[src/rtl/segment_transition_ctl.sv]
// Per-segment playback index and segment-switch controller.
// Tracks index/loop/stop for the active segment and applies switches under SYNC_IDX, SYS_TIME, GPIO or EXT modes.
module segment_transition_ctl #(
  parameter int NUM_SEGMENT = 2,
  parameter int IDX_WIDTH   = 15,
  parameter int REP_WIDTH   = 16,
  parameter int NUM_GPIO    = 4,
  parameter int TIME_WIDTH  = 56,
  localparam int SEG_W      = (NUM_SEGMENT > 1) ? $clog2(NUM_SEGMENT) : 1
) (
  input  logic                             CLK,
  input  logic                             RST_N,
  input  logic                             UPDATE_SETTINGS,
  input  logic [SEG_W-1:0]                 REQ_SEGMENT,
  input  logic [7:0]                       TRANSITION_MODE,
  input  logic [63:0]                      TRANSITION_VALUE,
  input  logic [NUM_SEGMENT*IDX_WIDTH-1:0] CYCLE,
  input  logic [NUM_SEGMENT*REP_WIDTH-1:0] REP,
  input  logic                             IDX_TICK,
  input  logic [TIME_WIDTH-1:0]            SYS_TIME,
  input  logic [NUM_GPIO-1:0]              GPIO_IN,
  output logic [SEG_W-1:0]                 SEGMENT,
  output logic [IDX_WIDTH-1:0]             IDX,
  output logic                             STOP,
  output logic                             PENDING
);

  localparam int GSEL_W = (NUM_GPIO > 1) ? $clog2(NUM_GPIO) : 1;

  localparam logic [7:0] MODE_SYS_TIME = 8'h01;
  localparam logic [7:0] MODE_GPIO     = 8'h02;
  localparam logic [7:0] MODE_EXT      = 8'hF0;

  localparam logic [SEG_W:0]   SEG_COUNT = (SEG_W + 1)'(NUM_SEGMENT);
  localparam logic [SEG_W-1:0] SEG_LAST  = SEG_W'(NUM_SEGMENT - 1);

  typedef enum logic [2:0] {
    ST_RUN,
    ST_WAIT_SYNC,
    ST_WAIT_TIME,
    ST_WAIT_GPIO,
    ST_EXT
  } state_t;

  state_t                state_q, state_d;
  logic [SEG_W-1:0]      segment_q, segment_d, req_q, req_d, req_clamped, seg_next;
  logic [IDX_WIDTH-1:0]  idx_q, idx_d, cur_cyc, adv_idx;
  logic [REP_WIDTH-1:0]  loop_q, loop_d, cur_rep, adv_loop;
  logic                  stop_q, stop_d, pending_q, pending_d;
  logic                  adv_stop, stop_event, at_end, last_loop;
  logic                  time_reached, gpio_rise, apply_now;
  logic                  edge_q, edge_d;
  logic [IDX_WIDTH-1:0]  cycle_q [NUM_SEGMENT];
  logic [REP_WIDTH-1:0]  rep_q   [NUM_SEGMENT];
  logic [TIME_WIDTH-1:0] time_val_q;
  logic [GSEL_W-1:0]     pin_sel_q;
  logic [NUM_GPIO-1:0]   gpio_meta, gpio_sync, gpio_prev;
  logic                  unused_value;

  assign unused_value = ^TRANSITION_VALUE[63:TIME_WIDTH];

  always_comb begin
    cur_cyc      = cycle_q[segment_q];
    cur_rep      = rep_q[segment_q];
    at_end       = (idx_q >= cur_cyc);
    last_loop    = (cur_rep != '1) && (loop_q == cur_rep);
    time_reached = (SYS_TIME >= time_val_q);
    gpio_rise    = gpio_sync[pin_sel_q] & ~gpio_prev[pin_sel_q];
    seg_next     = (segment_q == SEG_LAST) ? '0 : segment_q + SEG_W'(1);
    req_clamped  = ({1'b0, REQ_SEGMENT} >= SEG_COUNT) ? SEG_LAST : REQ_SEGMENT;

    // Plain playback step; the final wrap freezes IDX at CYCLE instead of returning to 0
    adv_idx    = idx_q;
    adv_loop   = loop_q;
    adv_stop   = stop_q;
    stop_event = 1'b0;
    if (!stop_q) begin
      if (at_end) begin
        if (last_loop) begin
          adv_idx    = cur_cyc;
          adv_stop   = 1'b1;
          stop_event = 1'b1;
        end else begin
          adv_idx  = '0;
          adv_loop = loop_q + REP_WIDTH'(1);
        end
      end else begin
        adv_idx = idx_q + IDX_WIDTH'(1);
      end
    end

    state_d   = state_q;
    segment_d = segment_q;
    idx_d     = idx_q;
    loop_d    = loop_q;
    stop_d    = stop_q;
    pending_d = pending_q;
    req_d     = req_q;
    edge_d    = edge_q | ((state_q == ST_WAIT_GPIO) & gpio_rise);

    case (state_q)
      ST_WAIT_SYNC: apply_now = at_end | stop_q;
      ST_WAIT_TIME: apply_now = time_reached;
      ST_WAIT_GPIO: apply_now = edge_q;
      default:      apply_now = 1'b0;
    endcase

    if (IDX_TICK) begin
      if (apply_now) begin
        segment_d = req_q;
        idx_d     = '0;
        loop_d    = '0;
        stop_d    = 1'b0;
        pending_d = 1'b0;
        edge_d    = 1'b0;
        state_d   = ST_RUN;
      end else if ((state_q == ST_EXT) && (stop_event || stop_q)) begin
        segment_d = seg_next;
        idx_d     = '0;
        loop_d    = '0;
        stop_d    = 1'b0;
      end else begin
        idx_d  = adv_idx;
        loop_d = adv_loop;
        stop_d = adv_stop;
      end
    end

    // A new request overrides any armed one; a coincident tick has already used the old settings
    if (UPDATE_SETTINGS) begin
      req_d  = req_clamped;
      edge_d = 1'b0;
      if (TRANSITION_MODE == MODE_EXT) begin
        state_d   = ST_EXT;
        pending_d = 1'b0;
      end else if (req_clamped == segment_d) begin
        state_d   = ST_RUN;
        pending_d = 1'b0;
      end else begin
        pending_d = 1'b1;
        case (TRANSITION_MODE)
          MODE_SYS_TIME: state_d = ST_WAIT_TIME;
          MODE_GPIO:     state_d = ST_WAIT_GPIO;
          default:       state_d = ST_WAIT_SYNC;
        endcase
      end
    end
  end

  always_ff @(posedge CLK or negedge RST_N) begin
    if (!RST_N) begin
      state_q    <= ST_RUN;
      segment_q  <= '0;
      idx_q      <= '0;
      loop_q     <= '0;
      stop_q     <= 1'b0;
      pending_q  <= 1'b0;
      req_q      <= '0;
      edge_q     <= 1'b0;
      time_val_q <= '0;
      pin_sel_q  <= '0;
      gpio_meta  <= '0;
      gpio_sync  <= '0;
      gpio_prev  <= '0;
      for (int unsigned k = 0; k < NUM_SEGMENT; k++) begin
        cycle_q[k] <= '0;
        rep_q[k]   <= '0;
      end
    end else begin
      state_q   <= state_d;
      segment_q <= segment_d;
      idx_q     <= idx_d;
      loop_q    <= loop_d;
      stop_q    <= stop_d;
      pending_q <= pending_d;
      req_q     <= req_d;
      edge_q    <= edge_d;
      gpio_meta <= GPIO_IN;
      gpio_sync <= gpio_meta;
      gpio_prev <= gpio_sync;
      if (UPDATE_SETTINGS) begin
        time_val_q <= TRANSITION_VALUE[TIME_WIDTH-1:0];
        pin_sel_q  <= TRANSITION_VALUE[GSEL_W-1:0];
        for (int unsigned k = 0; k < NUM_SEGMENT; k++) begin
          cycle_q[k] <= CYCLE[k*IDX_WIDTH +: IDX_WIDTH];
          rep_q[k]   <= REP[k*REP_WIDTH +: REP_WIDTH];
        end
      end
    end
  end

  assign SEGMENT = segment_q;
  assign IDX     = idx_q;
  assign STOP    = stop_q;
  assign PENDING = pending_q;

endmodule

[config.mk]
export PLATFORM = sky130hd
export DESIGN_NAME = segment_transition_ctl
export DESIGN_NICKNAME = d
export VERILOG_FILES = /design/src/rtl/segment_transition_ctl.sv
export SDC_FILE = /design/constraint.sdc
export NUM_CORES = 1
export LEC_CHECK = 0
export ABC_AREA = 1
export CAP_MARGIN = 20
export CORE_UTILIZATION = 51
export DETAILED_ROUTE_END_ITERATION = 10
export HOLD_SLACK_MARGIN = 0.02
export MAX_ROUTING_LAYER = met4
export PLACE_DENSITY = 0.89
export SLEW_MARGIN = 10
export SYNTH_ARGS = -nofsm -noshare
export SYNTH_HDL_FRONTEND = slang
export SYNTH_SLANG_ARGS = --single-unit
[constraint.sdc]
create_clock -name CLK -period 3.8 [get_ports CLK]
set_input_delay 0.38 -clock CLK [delete_from_list [all_inputs] [get_ports CLK]]
set_output_delay 0.38 -clock CLK [all_outputs]
set_load 0.01 [all_outputs]
==> results.cfg <==
[status]
status = finished clean

[cells_and_area]
area.sequential_mm2 = 0.00423
most-common-layout-cells = nand2_1, clkdlybuf4s50_1, dfrtp_1, inv_1, o21ai_0
drive_gt1_share_pct = 5.77
stdcell_count = 1707
final_common_cell = nand2_1
syn_to_final_growth_pct = 29.6
n_fill_cell = 1483
final_area_mm2 = 0.0126
n_antenna_cell = 0
final_core_util_pct = 67.4
layout.nets = 1733
multi_input_area_mm2 = 0.00470

[drt]
routed_wirelength_um = 25100
drc = 0
vias = 8998
drt-vias-per-instance = 5.27
drtPass1Iterations = 6
antenna_left = 0
wl_per_cell_um = 14.7
drt_iter0_markers = 579

[placed_design]
dp_hpwl_um = 19000
dpl_cell_area_mm2 = 0.0119
gp_congestion = 0.937
io_buffers = 208
dp_cells = 1675

[logic_synthesis]
synth-seq-cells = 169
synth_nets = 1537
ys.flop_type = dfrtp_1
synth_area_mm2 = 0.00970
avgSynthCellArea_um2 = 7.67
syn_inst = 1265
ys_seq_area_share_pct = 43.6
synth_edf_count = 0
synthDistinctLibCells = 44
postSynth.asyncResetShare_pct = 100
ys.warnings.count = 0

[timing]
holdWs_ps = 348
finalSetupViolations = 0
maxSlewHeadroom_pct = 41.5
hold_viol_final = 0
tightestPinTransition_ps = 877
fmaxAchievable_mhz = 296
fin_worst_skew_ps = 9.29
min_period_ps = 3380
period_share_pct = 88.9
rsz0062_at_grt = false
setup_tns_ps = 0
drv_slew = 0

[grt]
grt_max_degree = 107
grt_pass1_vias = 8832
grt_pass1_wl_um = 41800
grt_use_total_pct = 27.9
antenna_found_initial = 0
overflow = 0

[floorplan]
dieArea_mm2 = 0.0196
die_w_um = 140
ios = 217
row_count = 50
core_region_area_mm2 = 0.0186
start_util_pct = 52.0
die_y_um = 140

[worst_setup_path]
r2r_slack_ps = 420
end_kind = register
worstSetupStartpoint = SEGMENT$_DFF_PN0_
worst-path-max-fanout = 47
r2r_start = SEGMENT$_DFF_PN0_
r2r-end = IDX[6]$_DFFE_PN0P_
startpoint_type = register
required_ps = 4140
crit_type = reg2reg
worstRegToRegCells = 19
worstPathArrival_ps = 3720

[clock_network]
cts_buffers = 17
cts_htree_levels = 4
post-cts-setup-buffers = 0
path_clk_slew_ps = 70
cts_tree = yes
clockRootBuffer = clkbuf_16
worstSkewPairLatency_ps = 430
clock_sinks = 169
cts_max_path_buffers = 2

[worst_hold_path]
holdPathEnd = gpio_sync[1]$_DFF_PN0_
hold_start = gpio_meta[1]$_DFF_PN0_
min_path_type = reg2reg
hold_depth = 0

[job]
timing.max_cap.violations = 0

[power_and_ir_drop]
powerDensity_mw_per_mm2 = 468
vdd_drop_max_uv = 306
p_leak_uw = 0.00615
[cell type report]
class,count,area share (%)
sequential,169,33.7
tap,234,2.33
timing repair buffer,220,17.4
inverter,145,4.35
multi-input combinational,908,37.4
clock inverter,13,1.33
clock buffer,18,3.50
[through the flow]
| step | worst slack (ps) | total power (µW) |
|---|---|---|
| after detailed placement | 392 | 4060 |
| after floorplan | 649 | 3380 |
| after global routing | 79.3 | 6250 |
| after global placement | 467 | 3970 |
| final | 420 | 5880 |
| after CTS | 353 | 5890 |
[sequential cells by signal, indices dropped and copies added, names as in the netlist]
| register | count |
|---|---|
| time_val_q | 56 |
| rep_q | 32 |
| cycle_q | 30 |
| loop_q | 16 |
| IDX | 15 |
| gpio_meta | 4 |
| gpio_prev | 4 |
| gpio_sync | 4 |
| state_q | 3 |
| PENDING | 1 |
| SEGMENT | 1 |
| STOP | 1 |
| edge_q | 1 |
| req_q | 1 |
[what timing repair did]
| action | 4_1_cts | 5_1_grt |
|---|---|---|
| endpoints found under the setup margin | 0 | 3 |
| endpoints found under the hold margin | 32 | 0 |
| hold buffers | 1 | 0 |
| gates resized for setup | 0 | 1 |
[cell families (layout without fill, tap and decap cells)]
family          Yosys count  in the layout  share of synthesized area (%)
simple gates            615            615                           26.1
compound gates          217            217                           12.6
buf+inv                 188            396                           7.97
flops                   169            169                           43.6
fa+ha+maj                73             73                           9.42
xor+xnor                  3              3                          0.271
[metal layers]
layer | share of wire [%] | GRT usage (%) | routed length (µm) | up-vias
met1 | 43 | 34.5 | 10800 | 4130
met3 | 6.0 | 4.51 | 1500 | 68
li1 | - | - | - | 4455
met5 | 0 | - | 0 | -
met4 | 3.6 | 13.5 | 894 | 0
met2 | 47 | 44.6 | 11900 | 345
[worst max-delay path by stage]
stage / slack, ps / endpoint / depth (start not counted)
after floorplan: 650 / IDX[7]$_DFFE_PN0P_ / 18
after global placement: 470 / loop_q[1]$_DFFE_PN0P_ / 19
after detailed placement: 390 / loop_q[4]$_DFFE_PN0P_ / 19
after CTS: 350 / loop_q[4]$_DFFE_PN0P_ / 19
after global routing: 80 / IDX[5]$_DFFE_PN0P_ / 19
final: 420 / IDX[6]$_DFFE_PN0P_ / 19
[cells in the mapped netlist (4+ instances only)]
cell	count	area, µm²
a21o_1	5	37.5
a21oi_1	41	205
buf_1	4	15.0
buf_6	6	67.6
clkbuf_1	29	109
dfrtp_1	169	4230
ha_1	73	913
inv_1	141	529
nand2_1	461	1730
nand2_2	9	56.3
nand2_4	4	45.0
nand3_1	47	235
nand4_1	14	87.6
nor2_1	51	191
nor2_2	4	25.0
nor3_1	10	50.1
nor4_1	6	37.5
o21ai_0	127	636
o21ai_1	6	30.0
o21ai_2	14	123
o22ai_1	4	25.0
[worst max-delay path, cell delays in order (launching register included)]
cell and delay (ps):
dfrtp_1 480, buf_12 240, o21ai_0 270, ha_1 320, a21oi_1 170, o21ai_1 90
nand2_1 60, nand2_1 50, nand2_1 70, nand3_2 150, nand3_4 250, nand2_4 90
nand2_4 80, inv_2 60, nor2_2 90, inv_1 80, nor2_2 330, buf_4 230
nand2_1 50, o21ai_0 90
[power breakdown]
| part | switching, µW | leakage, µW | internal [µW] |
|---|---|---|---|
| clock | 756 | 0.000299 | 1060 |
| sequential | 170 | 0.00210 | 2000 |
| combinational | 1090 | 0.00375 | 803 |
Power figures use the tool's default switching activity.
